<file path="config.mk">
export PLATFORM = sky130hd
export DESIGN_NAME = set_assoc_cache
export DESIGN_NICKNAME = d
export VERILOG_FILES = /design/src/rtl/set_assoc_cache.sv
export SDC_FILE = /design/constraint.sdc
export NUM_CORES = 1
export LEC_CHECK = 0
export CELL_PAD_IN_SITES_DETAIL_PLACEMENT = 0
export CELL_PAD_IN_SITES_GLOBAL_PLACEMENT = 1
export CORE_UTILIZATION = 47
export CTS_CLUSTER_SIZE = 14
export DETAILED_ROUTE_END_ITERATION = 16
export PLACE_DENSITY = 0.8
export SYNTH_ARGS = -nofsm -noshare
export SYNTH_HDL_FRONTEND = slang
export SYNTH_SLANG_ARGS = --single-unit
</file>
<file path="constraint.sdc">
create_clock -name clk -period 3.7 [get_ports clk]
set_input_delay 0.555 -clock clk [delete_from_list [all_inputs] [get_ports clk]]
set_output_delay 0.555 -clock clk [all_outputs]
set_load 0.01 [all_outputs]
</file>
<file path="src/rtl/set_assoc_cache.sv">
// set_assoc_cache: 2-way set-associative, write-through/no-write-allocate cache
// with one LRU bit per set and saturating hit/miss statistics.
module set_assoc_cache #(
    parameter int ADDR_W  = 8,
    parameter int DATA_W  = 8,
    parameter int INDEX_W = 2,
    parameter int CNT_W   = 16
) (
    input  logic              clk,
    input  logic              rst_n,
    input  logic              req_valid,
    output logic              req_ready,
    input  logic              req_we,
    input  logic [ADDR_W-1:0] req_addr,
    input  logic [DATA_W-1:0] req_wdata,
    output logic              resp_valid,
    output logic              resp_hit,
    output logic [DATA_W-1:0] resp_rdata,
    output logic              mem_req,
    output logic              mem_we,
    output logic [ADDR_W-1:0] mem_addr,
    output logic [DATA_W-1:0] mem_wdata,
    input  logic              mem_ack,
    input  logic [DATA_W-1:0] mem_rdata,
    output logic [CNT_W-1:0]  hit_count,
    output logic [CNT_W-1:0]  miss_count
);
    localparam int SETS  = 2 ** INDEX_W;
    localparam int TAG_W = ADDR_W - INDEX_W;

    typedef enum logic [2:0] {IDLE, LOOKUP, MEM_RD, MEM_WR, RESP} state_t;
    state_t state, state_nx;

    logic               we_q;
    logic [ADDR_W-1:0]  addr_q;
    logic [DATA_W-1:0]  wdata_q;
    logic               r_hit;
    logic [DATA_W-1:0]  r_data;
    logic [SETS-1:0]    valid0, valid1, lru;
    logic [TAG_W-1:0]   tag0 [SETS];
    logic [TAG_W-1:0]   tag1 [SETS];
    logic [DATA_W-1:0]  data0 [SETS];
    logic [DATA_W-1:0]  data1 [SETS];
    logic [INDEX_W-1:0] idx;
    logic [TAG_W-1:0]   tag;
    logic               hit0, hit1, hit, victim, fill, wr_hit;

    assign idx       = addr_q[INDEX_W-1:0];
    assign tag       = addr_q[ADDR_W-1:INDEX_W];
    assign hit0      = valid0[idx] && tag0[idx] == tag;
    assign hit1      = valid1[idx] && tag1[idx] == tag;
    assign hit       = hit0 || hit1;
    assign victim    = !valid0[idx] ? 1'b0 : !valid1[idx] ? 1'b1 : lru[idx];
    assign fill      = state == MEM_RD && mem_ack;
    assign wr_hit    = state == LOOKUP && we_q && hit;
    assign mem_addr  = addr_q;
    assign mem_wdata = mem_we ? wdata_q : '0;

    always_ff @(posedge clk or negedge rst_n) begin
        if (!rst_n) state <= IDLE;
        else        state <= state_nx;
    end

    always_comb begin
        state_nx  = state;
        req_ready = 1'b0;
        mem_req   = 1'b0;
        mem_we    = 1'b0;
        case (state)
            IDLE: begin
                req_ready = 1'b1;
                state_nx  = req_valid ? LOOKUP : IDLE;
            end
            LOOKUP: state_nx = we_q ? MEM_WR : hit ? RESP : MEM_RD;
            MEM_RD: begin
                mem_req  = 1'b1;
                state_nx = mem_ack ? RESP : MEM_RD;
            end
            MEM_WR: begin
                mem_req  = 1'b1;
                mem_we   = 1'b1;
                state_nx = mem_ack ? RESP : MEM_WR;
            end
            RESP:    state_nx = IDLE;
            default: state_nx = IDLE;
        endcase
    end

    // Control bits and statistics; the response is registered out of RESP,
    // so it appears the cycle after RESP while the FSM is already back in IDLE.
    always_ff @(posedge clk or negedge rst_n) begin
        if (!rst_n) begin
            we_q       <= 1'b0;
            addr_q     <= '0;
            wdata_q    <= '0;
            r_hit      <= 1'b0;
            r_data     <= '0;
            valid0     <= '0;
            valid1     <= '0;
            lru        <= '0;
            resp_valid <= 1'b0;
            resp_hit   <= 1'b0;
            resp_rdata <= '0;
            hit_count  <= '0;
            miss_count <= '0;
        end else begin
            resp_valid <= state == RESP;
            if (state == IDLE && req_valid) begin
                we_q    <= req_we;
                addr_q  <= req_addr;
                wdata_q <= req_wdata;
            end
            if (state == LOOKUP) begin
                r_hit  <= hit;
                r_data <= we_q ? '0 : hit0 ? data0[idx] : data1[idx];
                if (hit) lru[idx] <= hit0;
            end
            if (fill) begin
                if (victim) valid1[idx] <= 1'b1;
                else        valid0[idx] <= 1'b1;
                lru[idx] <= !victim;
                r_data   <= mem_rdata;
            end
            if (state == RESP) begin
                resp_hit   <= r_hit;
                resp_rdata <= r_data;
                if (r_hit && hit_count != '1)   hit_count  <= hit_count + CNT_W'(1);
                if (!r_hit && miss_count != '1) miss_count <= miss_count + CNT_W'(1);
            end
        end
    end

    // Tag/data arrays carry no reset; valid bits alone qualify their contents.
    always_ff @(posedge clk) begin
        if (fill) begin
            if (victim) begin
                tag1[idx]  <= tag;
                data1[idx] <= mem_rdata;
            end else begin
                tag0[idx]  <= tag;
                data0[idx] <= mem_rdata;
            end
        end
        if (wr_hit) begin
            if (hit0) data0[idx] <= wdata_q;
            else      data1[idx] <= wdata_q;
        end
    end
endmodule
</file>
* Word level (Yosys, flattened, before mapping)
Memories as Yosys holds them, arrays and structs flattened.
Cells that the tools add are included.
** Operators by class
- Add/subtract/negate cells :: 2
- Magnitude comparators :: 2
- Equality and inequality tests :: 8
- Multiplexer cells :: 43
- Bitwise operators :: 5
- Reductions and logical operators :: 19
** Operators by type and width (count)
- $mux 8 :: 7
- $add 16x1->16 const B :: 2
- $ne 16x16->1 const B :: 2
- $mux 1 :: 22
- $eq 6x6->1 :: 2
- $mux 3 :: 4
- $mux 4 :: 3
- $pmux 3 s4 :: 1
- $logic_and 1x1->1 :: 9
- $bwmux 4 :: 2
- $or 4x4->4 :: 2
- $reduce_and 2->1 :: 4
- $bmux 1 s2 :: 3
- $eq 3x2->1 const B :: 2
- $eq 3x1->1 const B :: 1
- $eq 3x3->1 const B :: 1
- $logic_not 3->1 :: 1
- $lt 2x3->1 const B :: 1
- $demux 1 s2 :: 1
- $ge 2x1->1 const B :: 1
- $logic_not 1->1 :: 2
- $or 1x1->1 :: 2
- $reduce_bool 2->1 :: 1
- $reduce_or 2->1 :: 1
- 2 further kinds :: 2
** Word-level totals
- Register bits after elaboration :: 83
- Bits in writable memories :: 112
- Bits of input ports :: 29
- Output and inout bits :: 61
- Memories :: 4
** Memories
- data0 :: depth 4, bits a word 8, read ports 1, clocked after memory_dff 0, wr ports 1, RTL line 42 : logic [DATA_W-1:0] data0 [SETS];
- data1 :: depth 4, bits a word 8, read ports 1, clocked after memory_dff 0, wr ports 1, RTL line 43 : logic [DATA_W-1:0] data1 [SETS];
- tag0 :: depth 4, bits a word 6, read ports 1, clocked after memory_dff 0, wr ports 1, RTL line 40 : logic [TAG_W-1:0] tag0 [SETS];
- tag1 :: depth 4, bits a word 6, read ports 1, clocked after memory_dff 0, wr ports 1, RTL line 41 : logic [TAG_W-1:0] tag1 [SETS];

* Depth between registers and ports, before layout
Gate-level depths: netlist (run 1).
- Depth after elaboration :: 9
- Mapped depth :: 10
- Gate-level depth less buffers :: 7

* Least setup slack after synthesis (run 1)
Ideal clock, no wire load.
- Path kind :: flip-flop to flip-flop
- From :: reg addr_q[0], in the netlist mem_addr[0]
- To :: mem data1[0][0] (enable)
- Setup time :: 0.385 ns
- Data arrival time :: 2.783 ns
- Required time :: 3.315 ns
- Setup slack :: 0.531 ns
- Stages on the path, launching flop included :: 8
- Period minus slack after synthesis :: 3.169 ns
- Path through :: dfrtp_1 -> buf_6 -> mux4_1 -> xnor2_1 -> and4_1 -> nand4_1 -> or4b_4 -> a21boi_0
** Between the ends
- Word-level cells in the longest chain between the ends :: 8
- Elaborated cells on any way between the ends :: 23
- Classes of those cells :: eq/ne (2); mux (14); bitwise (1); reduce/logical (4); memory (2)
** Ends and longest elaborated chain
- from (decl) :: RTL line 35 : logic [ADDR_W-1:0] addr_q;
- from (signal assigned) :: RTL line 110 : addr_q <= req_addr;
- $mem_v2 4x6 (tied with other cells)
- $eq 6x6->1 (tied with other cells) :: RTL line 50 : assign hit0 = valid0[idx] && tag0[idx] == tag;
- $logic_and 1x1->1 (tied with other cells) :: RTL line 50
- $logic_or 1x1->1 / $mux 1 (equally long branches) :: RTL line 52, 53
- $logic_and 1x1->1 / $mux 1 (equally long branches) :: RTL line 55, 136
- $mux 1, on equally long branches :: RTL line 144, 135
- $mux 1, on equally long branches :: RTL line 146, 138
- $or 1x1->1 (no source line)
- to (decl) :: RTL line 43
Several ways; a longest one is shown, not always the timed one. The select of a mux whose other input is x is not followed.

* Worst setup path after layout (run 1)
- From :: reg addr_q[0], in the netlist mem_addr[0]
- To :: mem data1[0][3] (enable)
The elaborated chain is that of the path after synthesis.

==> impl_metrics.py, run 1 <==
metrics = {
    "clocking": {
        "clkTransAtPathRegs_ps": 70,
        "cts_made_buffers": 17,
        "clock_sinks": 195,
        "post_cts_resized": 0,
        "clk_latency_ps": 430,
        "postCtsHoldBufs": 0,
        "tritoncts": "yes",
        "cts_setup_buffers": 0,
        "htreeDepth": 4,
        "clockBufferDepth": 2,
        "root_buffer": "clkbuf_16",
    },
    "sta": {
        "skew_ps": 10.1,
        "slew_violations": 0,
        "rsz0062_at_grt": "false",
        "fin_setup_tns_ps": 0,
        "hold_viol_final": 0,
        "worst_slew_pin_slew_ps": 873,
        "setup_viol": 0,
        "period_minus_slack_ps": 3230,
        "relSlewSlack_pct": 41.6,
        "max_freq_ghz": 0.310,
        "worst_slack_ps": 470,
        "fin_crit_sh_pct": 87.3,
    },
    "detailed_routing": {
        "drtIter0Drc": 386,
        "ant_nets": 0,
        "routed_wl_um": 16800,
        "vias": 4920,
        "first_pass_iters": 5,
        "wl_per_cell_um": 18.9,
        "drt-vias-per-instance": 5.53,
        "drc": 0,
    },
    "global_routing": {
        "gr-total-overflow": 0,
        "antenna_found_initial": 0,
        "grt_pass1_wl_um": 27400,
        "grt.total_usage_pct": 20.1,
        "grt_max_degree": 64,
        "grt_pass1_vias": 4963,
    },
    "worst_setup_path": {
        "cp_slowest_cell": "or4b_4",
        "r2r_start": "mem_addr[0]",
        "crit_path_end_kind": "flip-flop",
        "rr_worst_depth": 7,
        "cp_slowest_stage_delay_ps": 650,
        "crit_arrival_ps": 3360,
        "cp-start-kind": "flip-flop",
        "critical_path.cell_chain": "buf_4 -> mux4_1 -> xnor2_1 -> o211ai_1 -> or4b_4 -> a21boi_0 -> buf_4",
        "required_ps": 3830,
        "path_common_cell": "buf_4",
        "path_max_fanout": 17,
        "r2r-end": "data1[0][3]",
        "r2r_slack_ps": 470,
        "crit_type": "flip-flop to flip-flop",
    },
    "layout": {
        "drive_above_1_share_pct": 20.0,
        "nNetsFinal": 682,
        "final_cells": 889,
        "diodes": 0,
        "fill_cells": 1347,
        "fin_util_pct": 58.8,
        "syn2layout_area_growth_pct": 21.9,
    },
    "logic_synthesis": {
        "yosysWarnings": 0,
        "synthCells": 541,
        "syn-cell-area_um2": 8350,
        "synth_edf_count": 112,
        "synth_most_common_cell": "edfxtp_1",
        "seq_area_frac_synth_pct": 65.2,
        "yosys.area.top_type_share_pct": 40.3,
        "synth_seq_cells": 195,
        "synth.area.top_cells": "edfxtp_1 (40%), dfrtp_1 (25%), mux4_2 (5.7%)",
        "syn_nets": 572,
        "yosysTopAreaCell": "edfxtp_1",
        "async_reset_ff_share_pct": 42.6,
        "synth_common_cells": "edfxtp_1 (112), dfrtp_1 (83), mux2_2 (41)",
        "yosysUniqueCellTypes": 54,
        "syn_area_per_cell_um2": 15.4,
        "ys.flop_type": "edfxtp_1",
    },
    "place": {
        "hpwl_um": 11700,
        "placed_cells": 857,
        "gp_congestion": 0.767,
        "dp_slack_ps": 476,
        "portBuffers": 89,
    },
    "floorplanning": {
        "core_area_um2": 17300,
        "io_pins": 90,
        "initial_core_util_pct": 48.3,
        "dieHeight_um": 135,
        "dieArea_um2": 18300,
        "placementRows": 48,
        "die_width_um": 135,
    },
    "outcome": {
        "status": "completed",
    },
    "power": {
        "max-vdd-ir-drop_v": 0.000412,
        "p_leak_nw": 3.90,
        "power_density_nw_per_um2": 707,
    },
    "job": {
        "maxCapViolCount": 0,
    },
    "worst_hold_path": {
        "min_path_type": "input port to asynchronous set/reset pin",
    },
}
[per-stage QoR]
stage                     hold WS [ps]  power, W  cell area (µm²)
after global routing               289   0.00756            10200
after global placement             445   0.00535             9580
after detailed placement           454   0.00542             9580
after floorplan                    259   0.00456             8350
final                              217   0.00719            10200
after CTS                          254   0.00726            10200
[per-layer routing]
| layer | GRT usage, % | vias to the layer above | routed length (µm) |
|---|---|---|---|
| met5 | 0 | - | 0 |
| met4 | 7.18 | 0 | 190 |
| met2 | 31.2 | 170 | 7900 |
| met3 | 3.67 | 16 | 1290 |
| li1 | - | 2254 | - |
| met1 | 28.5 | 2480 | 7460 |
[placed cells by master (no fill, tap or decap), drive strengths merged, types with 2 or more instances in the layout]
| cell | n |
|---|---|
| clkbuf | 19 |
| mux4 | 26 |
| bufinv | 2 |
| nand2b | 9 |
| o31a | 2 |
| nand2 | 25 |
| and2 | 5 |
| nand3 | 10 |
| o31ai | 6 |
| nand4 | 10 |
| a31oi | 3 |
| mux2 | 43 |
| nor3 | 10 |
| nor3b | 2 |
| nor2 | 26 |
| nand3b | 2 |
| and4 | 2 |
| buf | 23 |
| a21boi | 2 |
| or2 | 6 |
| inv | 17 |
| nor2b | 4 |
| o22ai | 9 |
| o21ba | 2 |
| nor4 | 3 |
| and3 | 12 |
| edfxtp | 112 |
| xor2 | 11 |
| clkdlybuf4s50 | 88 |
| a21oi | 12 |
| o21ai | 6 |
| xnor2 | 32 |
| ha | 2 |
| clkinv | 7 |
| dfrtp | 83 |
| mux2i | 21 |
[how the worst max path moves through the flow]
stage	from	to	slack [ps]	cells past startpoint
CTS	mem_addr[0]	data1[0][4]	450	7
global placement	mem_addr[0]	data1[0][0]	600	7
global route	mem_addr[0]	data1[0][2]	280	7
finish	mem_addr[0]	data1[0][3]	470	7
floorplan	mem_addr[0]	data1[0][0]	530	7
detailed placement	mem_addr[0]	data1[0][0]	480	7
[kinds of logic after synthesis]
group / share of synthesized area, %
flip-flops: 65.2
buffers and inverters: 1.86
AO/OA/AOI/OAI: 3.76
XOR/XNOR: 4.78
multiplexers: 15.6
adder cells (fa/ha/maj): 0.300
AND/OR/NAND/NOR: 8.53
[flip-flops by register name, summed over array words and instances, names as in the netlist, 4 cells and up]
register	count
resp_rdata	8
tag0	24
valid0	4
r_data	8
hit_count	16
lru	4
valid1	4
miss_count	16
tag1	24
mem_addr	8
data0	32
wdata_q	8
data1	32
[critical path: cells and delay by family, from the launching register on]
kind	cells	cell delay, ps
compound gates	2	490
flops	1	440
buf+inv	2	560
xor+xnor	1	170
simple gates	1	650
mux	1	610
[final cells by class]
cell class	count	area, µm²	area share, %
flip-flops and latches	195	5440	53.5
multi-input cells	313	2760	27.1
repair buffers	111	1050	10.4
clock buffers	19	443	4.35
well taps	225	282	2.77
clock inverters	13	149	1.46
inverters	13	48.8	0.480
[power breakdown]
part	total (W)	internal [W]	leakage (nW)	switching (W)
Combinational	0.00221	0.00115	1.55	0.00106
Clock	0.00183	0.00103	0.293	0.000807
Sequential	0.00314	0.00276	2.06	0.000387
Total	0.00719	0.00493	3.90	0.00226
Note: power is estimated with default switching activity, not from simulation.
==> run 2, diff against run 1 <==
CTS_CLUSTER_SIZE = 40   (was 14)
==> results of run 2 <==
Same layout as run 1: the final DEF is identical, and so are final timing and power.
